$ cat src/rtl/demux2_stream_pkg.sv
// +----------------------------------------------------------------------+
// | demux2_stream_pkg : shared constants for the two-way stream demux     |
// | Rev 1.0                                                              |
// +----------------------------------------------------------------------+
`default_nettype none

package demux2_stream_pkg;

  localparam logic c_port0     = 1'b0;
  localparam logic c_port1     = 1'b1;
  localparam int   c_cnt_nbits = 16;

endpackage : demux2_stream_pkg

`default_nettype wire

$ cat src/rtl/demux2_stream_buf_rtl.sv
// +----------------------------------------------------------------------+
// | demux2_stream_buf_rtl : one-entry pipe buffer, optional 16-bit count  |
// | Rev 1.0   option macro: DEMUX2_STREAM_RTL_COUNT_EN                    |
// +----------------------------------------------------------------------+
`default_nettype none

module demux2_stream_buf_rtl
  import demux2_stream_pkg::*;
#(
  parameter int p_nbits = 32
) (
  input  logic               clk,
  input  logic               rst,
  input  logic               enq_val,
  output logic               enq_rdy,
  input  logic [p_nbits-1:0] enq_msg,
  output logic               deq_val,
  input  logic               deq_rdy,
  output logic [p_nbits-1:0] deq_msg
`ifdef DEMUX2_STREAM_RTL_COUNT_EN
  ,
  output logic [c_cnt_nbits-1:0] cnt
`endif
);

  logic               r_full;
  logic [p_nbits-1:0] r_data;
  logic               w_enq_fire;
  logic               w_deq_fire;

  // A full entry can still accept when it is being drained this cycle.
  assign enq_rdy    = !r_full || deq_rdy;
  assign w_enq_fire = enq_val && enq_rdy;
  assign w_deq_fire = r_full && deq_rdy;

  assign deq_val = r_full;
  assign deq_msg = r_data;

  always_ff @(posedge clk) begin
    if (!rst) begin
      r_full <= 1'b0;
      r_data <= '0;
    end else if (w_enq_fire) begin
      r_full <= 1'b1;
      r_data <= enq_msg;
    end else if (w_deq_fire) begin
      r_full <= 1'b0;
    end
  end

`ifdef DEMUX2_STREAM_RTL_COUNT_EN
  logic [c_cnt_nbits-1:0] r_cnt;

  always_ff @(posedge clk) begin
    if (!rst) begin
      r_cnt <= '0;
    end else if (w_deq_fire) begin
      r_cnt <= r_cnt + c_cnt_nbits'(1);
    end
  end

  assign cnt = r_cnt;
`endif

endmodule : demux2_stream_buf_rtl

`default_nettype wire

$ cat src/rtl/demux2_stream_rtl.sv
// +----------------------------------------------------------------------+
// | demux2_stream_rtl : val/rdy 1-to-2 stream demux with per-port buffers |
// | Rev 1.0   option macro: DEMUX2_STREAM_RTL_COUNT_EN                    |
// +----------------------------------------------------------------------+
`default_nettype none

module demux2_stream_rtl
  import demux2_stream_pkg::*;
#(
  parameter int p_nbits = 32
) (
  input  logic               clk,
  input  logic               rst,
  input  logic               in_val,
  output logic               in_rdy,
  input  logic               in_sel,
  input  logic [p_nbits-1:0] in_msg,
  output logic               out0_val,
  input  logic               out0_rdy,
  output logic [p_nbits-1:0] out0_msg,
  output logic               out1_val,
  input  logic               out1_rdy,
  output logic [p_nbits-1:0] out1_msg
`ifdef DEMUX2_STREAM_RTL_COUNT_EN
  ,
  output logic [c_cnt_nbits-1:0] cnt0,
  output logic [c_cnt_nbits-1:0] cnt1
`endif
);

  logic w_enq_val0;
  logic w_enq_val1;
  logic w_enq_rdy0;
  logic w_enq_rdy1;

  // Case equality keeps an unknown select from writing either buffer;
  // synthesis reduces it to plain equality, so the fall-through is sel=1.
  assign w_enq_val0 = in_val && (in_sel === c_port0);
  assign w_enq_val1 = in_val && (in_sel === c_port1);

  always_comb begin
    in_rdy = 1'bx;
    if (in_sel === c_port0) begin
      in_rdy = w_enq_rdy0;
    end else if (in_sel === c_port1) begin
      in_rdy = w_enq_rdy1;
    end
  end

`ifdef DEMUX2_STREAM_RTL_COUNT_EN
  demux2_stream_buf_rtl #(.p_nbits(p_nbits)) u_buf0 (
    .clk     (clk),
    .rst     (rst),
    .enq_val (w_enq_val0),
    .enq_rdy (w_enq_rdy0),
    .enq_msg (in_msg),
    .deq_val (out0_val),
    .deq_rdy (out0_rdy),
    .deq_msg (out0_msg),
    .cnt     (cnt0)
  );

  demux2_stream_buf_rtl #(.p_nbits(p_nbits)) u_buf1 (
    .clk     (clk),
    .rst     (rst),
    .enq_val (w_enq_val1),
    .enq_rdy (w_enq_rdy1),
    .enq_msg (in_msg),
    .deq_val (out1_val),
    .deq_rdy (out1_rdy),
    .deq_msg (out1_msg),
    .cnt     (cnt1)
  );
`else
  demux2_stream_buf_rtl #(.p_nbits(p_nbits)) u_buf0 (
    .clk     (clk),
    .rst     (rst),
    .enq_val (w_enq_val0),
    .enq_rdy (w_enq_rdy0),
    .enq_msg (in_msg),
    .deq_val (out0_val),
    .deq_rdy (out0_rdy),
    .deq_msg (out0_msg)
  );

  demux2_stream_buf_rtl #(.p_nbits(p_nbits)) u_buf1 (
    .clk     (clk),
    .rst     (rst),
    .enq_val (w_enq_val1),
    .enq_rdy (w_enq_rdy1),
    .enq_msg (in_msg),
    .deq_val (out1_val),
    .deq_rdy (out1_rdy),
    .deq_msg (out1_msg)
  );
`endif

endmodule : demux2_stream_rtl

`default_nettype wire

$ cat config.mk
export PLATFORM = sky130hd
export DESIGN_NAME = demux2_stream_rtl
export DESIGN_NICKNAME = d
export VERILOG_FILES = /design/src/rtl/demux2_stream_pkg.sv /design/src/rtl/demux2_stream_buf_rtl.sv /design/src/rtl/demux2_stream_rtl.sv
export SDC_FILE = /design/constraint.sdc
export NUM_CORES = 1
export LEC_CHECK = 0
export ABC_AREA = 1
export BUFFER_PORTS_ARGS = -buffer_cell sky130_fd_sc_hd__clkbuf_2
export CAP_MARGIN = 0
export CORE_ASPECT_RATIO = 0.9
export CORE_MARGIN = 2
export CORE_UTILIZATION = 44
export DETAILED_ROUTE_END_ITERATION = 7
export GPL_ROUTABILITY_DRIVEN = 0
export PLACE_DENSITY_LB_ADDON = 0.25
export SLEW_MARGIN = 5
export SYNTH_ARGS = -nofsm -noshare
export SYNTH_HDL_FRONTEND = slang
export SYNTH_SLANG_ARGS = --single-unit
$ cat constraint.sdc
create_clock -name clk -period 0.9 [get_ports clk]
set_input_delay 0.045 -clock clk [delete_from_list [all_inputs] [get_ports clk]]
set_output_delay 0.045 -clock clk [all_outputs]
set_load 0.02 [all_outputs]
## After elaboration in Yosys (flattened, before gate mapping)

Index checks and enable logic that the tools add are counted.

| operators by class | value |
|---|---|
| eq/ne operators | 2 |
| mux-type cells | 6 |
| reduce and logical (&&, ||, !) cells | 12 |

Operators by type and width:

| cell | number |
|---|---|
| $logic_and A1 B1 Y1 | 6 |
| $mux W1 | 6 |
| $reduce_bool A2 Y1 | 2 |
| $eqx A1 B1 Y1 const B | 2 |
| $logic_not A1 Y1 | 2 |
| $logic_or A1 B1 Y1 | 2 |

| word-level totals | value |
|---|---|
| bits in registers | 66 |
| input bits | 38 |
| output and inout port bits | 67 |

## Logic depth before layout (Yosys ltp)

| logic depth | value |
|---|---|
| word-level depth | 4 |
| gate-level depth with buffers | 7 |
| depth with buffers taken out | 5 |

## Modules after synthesis

Synthesis repeated with hierarchy kept, for this count alone.

| unflattened totals | value |
|---|---|
| cell total of the unflattened synthesis | 438 |
| area, all modules | 3002.9 um^2 |

Modules (own cells, without submodules):

| module | times used | cells each | area an instance (um^2) | sequential area each (um^2) |
|---|---|---|---|---|
| demux2_stream_buf_rtl | 2 | 215 | 1486.4 | 660.6 |
| demux2_stream_rtl | 1 | 8 | 30.0 | 0.0 |

## Least setup slack after synthesis

Ideal clock, no wire load.

| timing path | value |
|---|---|
| path type | reg-to-reg |
| from | register u_buf0.r_full (netlist: u_buf0.deq_val) |
| to | register u_buf0.r_data[23] (netlist: u_buf0.deq_msg[23]) |
| library setup time | 115 ps |
| data arrival time | 1038 ps |
| data required time | 785 ps |
| path slack | -253 ps |
| cell stages (with the launch flop) | 6 |
| buffers on the path | 2 |
| clock period less this slack | 1153 ps |
| cell sequence | dfxtp_1 > nand2_1 > buf_4 > buf_4 > a21oi_1 > nor2_1 |

| between the ends | value |
|---|---|
| longest elaborated chain between the ends | 3 |

Ends and longest elaborated chain:

| item | RTL line | text |
|---|---|---|
| start: declaration | demux2_stream_buf_rtl.sv:26 | `logic r_full;` |
| start signal: assignment | demux2_stream_buf_rtl.sv:41 | `r_full <= 1'b0;` |
| start signal: assignment | demux2_stream_buf_rtl.sv:44 | `r_full <= 1'b1;` |
| start signal: assignment | demux2_stream_buf_rtl.sv:47 | `r_full <= 1'b0;` |
| $logic_not A1 Y1 | demux2_stream_buf_rtl.sv:32 | `assign enq_rdy = !r_full \|\| deq_rdy;` |
| $logic_or A1 B1 Y1 | demux2_stream_buf_rtl.sv:32 |  |
| $logic_and A1 B1 Y1 | demux2_stream_buf_rtl.sv:33 | `assign w_enq_fire = enq_val && enq_rdy;` |
| end signal: assignment | demux2_stream_buf_rtl.sv:45 | `r_data <= enq_msg;` |
| end: declaration | demux2_stream_buf_rtl.sv:27 | `logic [p_nbits-1:0] r_data;` |

Every way passes these cells.
A chain may end at the register's enable or synchronous reset.

## Final worst setup path

| timing path | value |
|---|---|
| from | register u_buf0.r_full (netlist: u_buf0.deq_val) |
| to | output in_rdy |

| between the ends | value |
|---|---|
| longest elaborated chain between the ends | 3 |

Ends and longest elaborated chain:

| item | RTL line | text |
|---|---|---|
| $logic_not A1 Y1 | demux2_stream_buf_rtl.sv:32 |  |
| $logic_or A1 B1 Y1 | demux2_stream_buf_rtl.sv:32 |  |
| $mux W1 | demux2_stream_rtl.sv:43 | `if (in_sel === c_port0) begin` |
| end: declaration | demux2_stream_rtl.sv:15 | `output logic in_rdy,` |

Every way passes these cells.

==> impl_metrics.py <==
metrics = {
    "finish": {
        "finalNetCount": 568,
        "fill_cells": 378,
        "ff_latch_area_um2": 1414,
        "synthToLayoutAreaGrowth_pct": 82.04,
        "drive_gt1_share_pct": 62.24,
        "diodes": 0,
        "multi_input_area_um2": 1602,
    },
    "timing": {
        "timing.fmax_ghz": 0.8000,
        "rsz0062_at_grt": "true",
        "period_share_pct": 138.9,
        "fin_setup_tns_ns": -14.11,
        "worst_slack_ns": -0.3501,
        "slew_violations": 0,
        "fin_skew_ns": 0.007397,
        "setup-violations-final": 69,
        "final_hold_viol_count": 0,
        "max_slew_margin_pct": 84.51,
        "finalCriticalPeriod_ns": 1.250,
        "worst_slew_pin_slew_ns": 0.2318,
    },
    "routing": {
        "drcViolationCount": 0,
        "detail-route-antenna-nets": 0,
        "wl_per_cell_um": 15.16,
        "drt_pass1_iterations": 4,
        "drt-initial-drc-count": 122,
        "vias_per_cell": 5.055,
        "vias": 3144,
        "drt_wl_total_um": 9432,
    },
    "cts": {
        "htree_levels": 3,
        "tritoncts": "yes",
        "root_buffer": "clkbuf_8",
        "numClockSinks": 66,
        "clockBufferDepth": 2,
        "tritoncts.num_buffers": 9,
        "clk_pin_slew_ns": 0.08,
        "worstSkewPairLatency_ns": 0.34,
    },
    "grt": {
        "antenna_found_initial": 1,
        "grt_pass1_vias": 2761,
        "grt_pass1_wl_um": 13100,
        "grt_max_degree": 38,
        "grt_overflow_total": 0,
        "grt_use_total_pct": 23.65,
    },
    "die": {
        "die_area_um2": 7103,
        "die_y_um": 80.16,
        "die_w_um": 88.62,
        "io_pins": 105,
        "core.rowCount": 27,
        "coreArea_um2": 6182,
        "start_util_pct": 45.86,
    },
    "setup_path": {
        "setup.worst_path.start_class": "flop",
        "path_cells": "nand2_8, mux2_4, buf_8",
        "crit_path_top_delay_cell": "dfxtp_4",
        "end_kind": "output pin",
        "cp_slowest_stage_delay_ns": 0.39,
        "cp_data_required_time_ns": 0.85,
        "cp.arrival_ns": 1.21,
        "criticalPathCategory": "flop to output pin",
        "critPathTopFamily": "flip-flops",
        "critical_path_buf_inv_count": 1,
        "cp_max_fo": 3,
    },
    "logic_synthesis": {
        "postSynthRegisterBits": 66,
        "syn-num-nets": 439,
        "synthCells": 401,
        "avgSynthCellArea_um2": 7.070,
        "ys_types": 14,
        "yosys_warnings": 0,
        "syn_area_um2": 2835,
        "yosysSeqAreaShare_pct": 46.60,
    },
    "power": {
        "p_leak_uw": 0.002432,
        "vdd_ir_drop_max_mv": 0.8972,
        "power_density_nw_per_um2": 1565,
    },
    "run_status": {
        "failed_checks": "setup timing",
        "status": "finished with violations",
    },
    "placed_design": {
        "pre_cts_ws_ns": -0.06982,
        "hpwl_um": 4835,
        "port_buffers": 104,
    },
    "flow_run": {
        "cap_violations": 0,
    },
    "worst_hold_path": {
        "hold_path_class": "input pin to flop",
    },
}
-- metal layers --
layer	wire, um	global-route usage [%]
met2	4660	37.82
met4	190	9.242
met3	584	5.858
met5	7	0
met1	3990	30.55
-- Yosys cell counts --
cell / number / area [um2]
buf_1: 2 / 7.510
nand3_1: 64 / 320.3
nor2_1: 64 / 240.2
inv_1: 36 / 135.1
nand2_1: 68 / 255.2
buf_2: 13 / 65.06
clkbuf_1: 2 / 7.510
dfxtp_1: 66 / 1321
mux2_2: 1 / 11.26
inv_2: 1 / 3.750
nor2_2: 1 / 6.260
buf_6: 1 / 11.26
buf_4: 16 / 120.1
a21oi_1: 66 / 330.3
-- placed cells by master, fill, tap and decap left out, types with 3 or more instances in the layout --
master | Yosys | routed
dfxtp_2 | 0 | 62
nor2_1 | 64 | 62
clkbuf_2 | 0 | 37
inv_1 | 36 | 36
buf_12 | 0 | 14
buf_4 | 16 | 43
dfxtp_4 | 0 | 4
buf_8 | 0 | 12
clkbuf_8 | 0 | 44
a21oi_2 | 0 | 61
buf_6 | 1 | 4
a21oi_1 | 66 | 3
nand3_2 | 0 | 25
nand3_1 | 64 | 39
clkbuf_16 | 0 | 4
nand2_1 | 68 | 60
nand2_2 | 0 | 6
-- area by class of cell --
class                           instances  share of cell area, %
Sequential cell                        66                  27.39
Multi-Input combinational cell        264                  31.03
Clock buffer                           11                  2.739
Inverter                               37                  2.691
Tap cell                               87                  2.109
Clock inverter                          5                  1.503
Timing Repair Buffer                  152                  32.53
-- kinds of logic (layout without fill, tap and decap cells) --
kind of cell / count (synthesis) / after routing / synth area share (%)
AO/OA/AOI/OAI: 66 / 66 / 11.65
buffers and inverters: 71 / 205 / 12.36
flip-flops: 66 / 66 / 46.60
multiplexers: 1 / 1 / 0.3971
AND/OR/NAND/NOR: 197 / 197 / 28.99
-- sequential cells by signal, summed over array words and instances, names as in the netlist --
name / flops
u_buf1.deq_val: 1
u_buf1.deq_msg: 32
u_buf0.deq_val: 1
u_buf0.deq_msg: 32
-- what timing repair did --
item	CTS	global route
gates cloned	3	6
hold buffers	1	0
endpoints found under the hold margin	1	0
endpoints found under the setup margin	128	110
resized for setup	173	90
pin swaps	1	15
setup buffers	3	14
-- power breakdown --
part / internal, uW / switching, uW / total [uW] / leakage (uW)
clock network: 1630 / 1190 / 2820 / 0.000109
logic: 964 / 959 / 1920 / 0.00175
registers: 3160 / 179 / 3340 / 0.000569
-- worst register-to-register path: stages (launching register included) --
cell	delay [ns]
dfxtp_4	0.39
nand2_8	0.05
buf_4	0.14
clkbuf_16	0.15
clkbuf_16	0.16
a21oi_2	0.14
nor2_2	0.06
-- per-stage QoR --
step / area [um2] / instances / power, uW / util [%] / hold slack (ns)
after floorplan: 3153 / 401 / 4283 / - / 0.2136
after global placement: 3826 / 579 / 4711 / 61.89 / 0.3532
after detailed placement: 3826 / 579 / 4739 / 61.89 / 0.3525
after CTS: 4712 / 602 / 7825 / 76.22 / 0.02385
after global routing: 5161 / 622 / 8374 / 83.49 / 0.05707
final: 5161 / 622 / 8080 / 83.49 / 0.03645
-- worst paths after layout --
| check | startpoint | endpoint | slack (ns) | depth (start not counted) |
|---|---|---|---|---|
| max | u_buf0.deq_val | in_rdy | -0.35 | 3 |
| min | in_msg[3] | u_buf0.deq_msg[3] | 0.04 | 5 |
| max reg2reg | u_buf0.deq_val | u_buf0.deq_msg[22] | -0.31 | 6 |
| min reg2reg | u_buf0.deq_msg[7] | u_buf0.deq_msg[7] | 0.47 | 2 |
No activity file was read; power rests on OpenSTA's default activity.
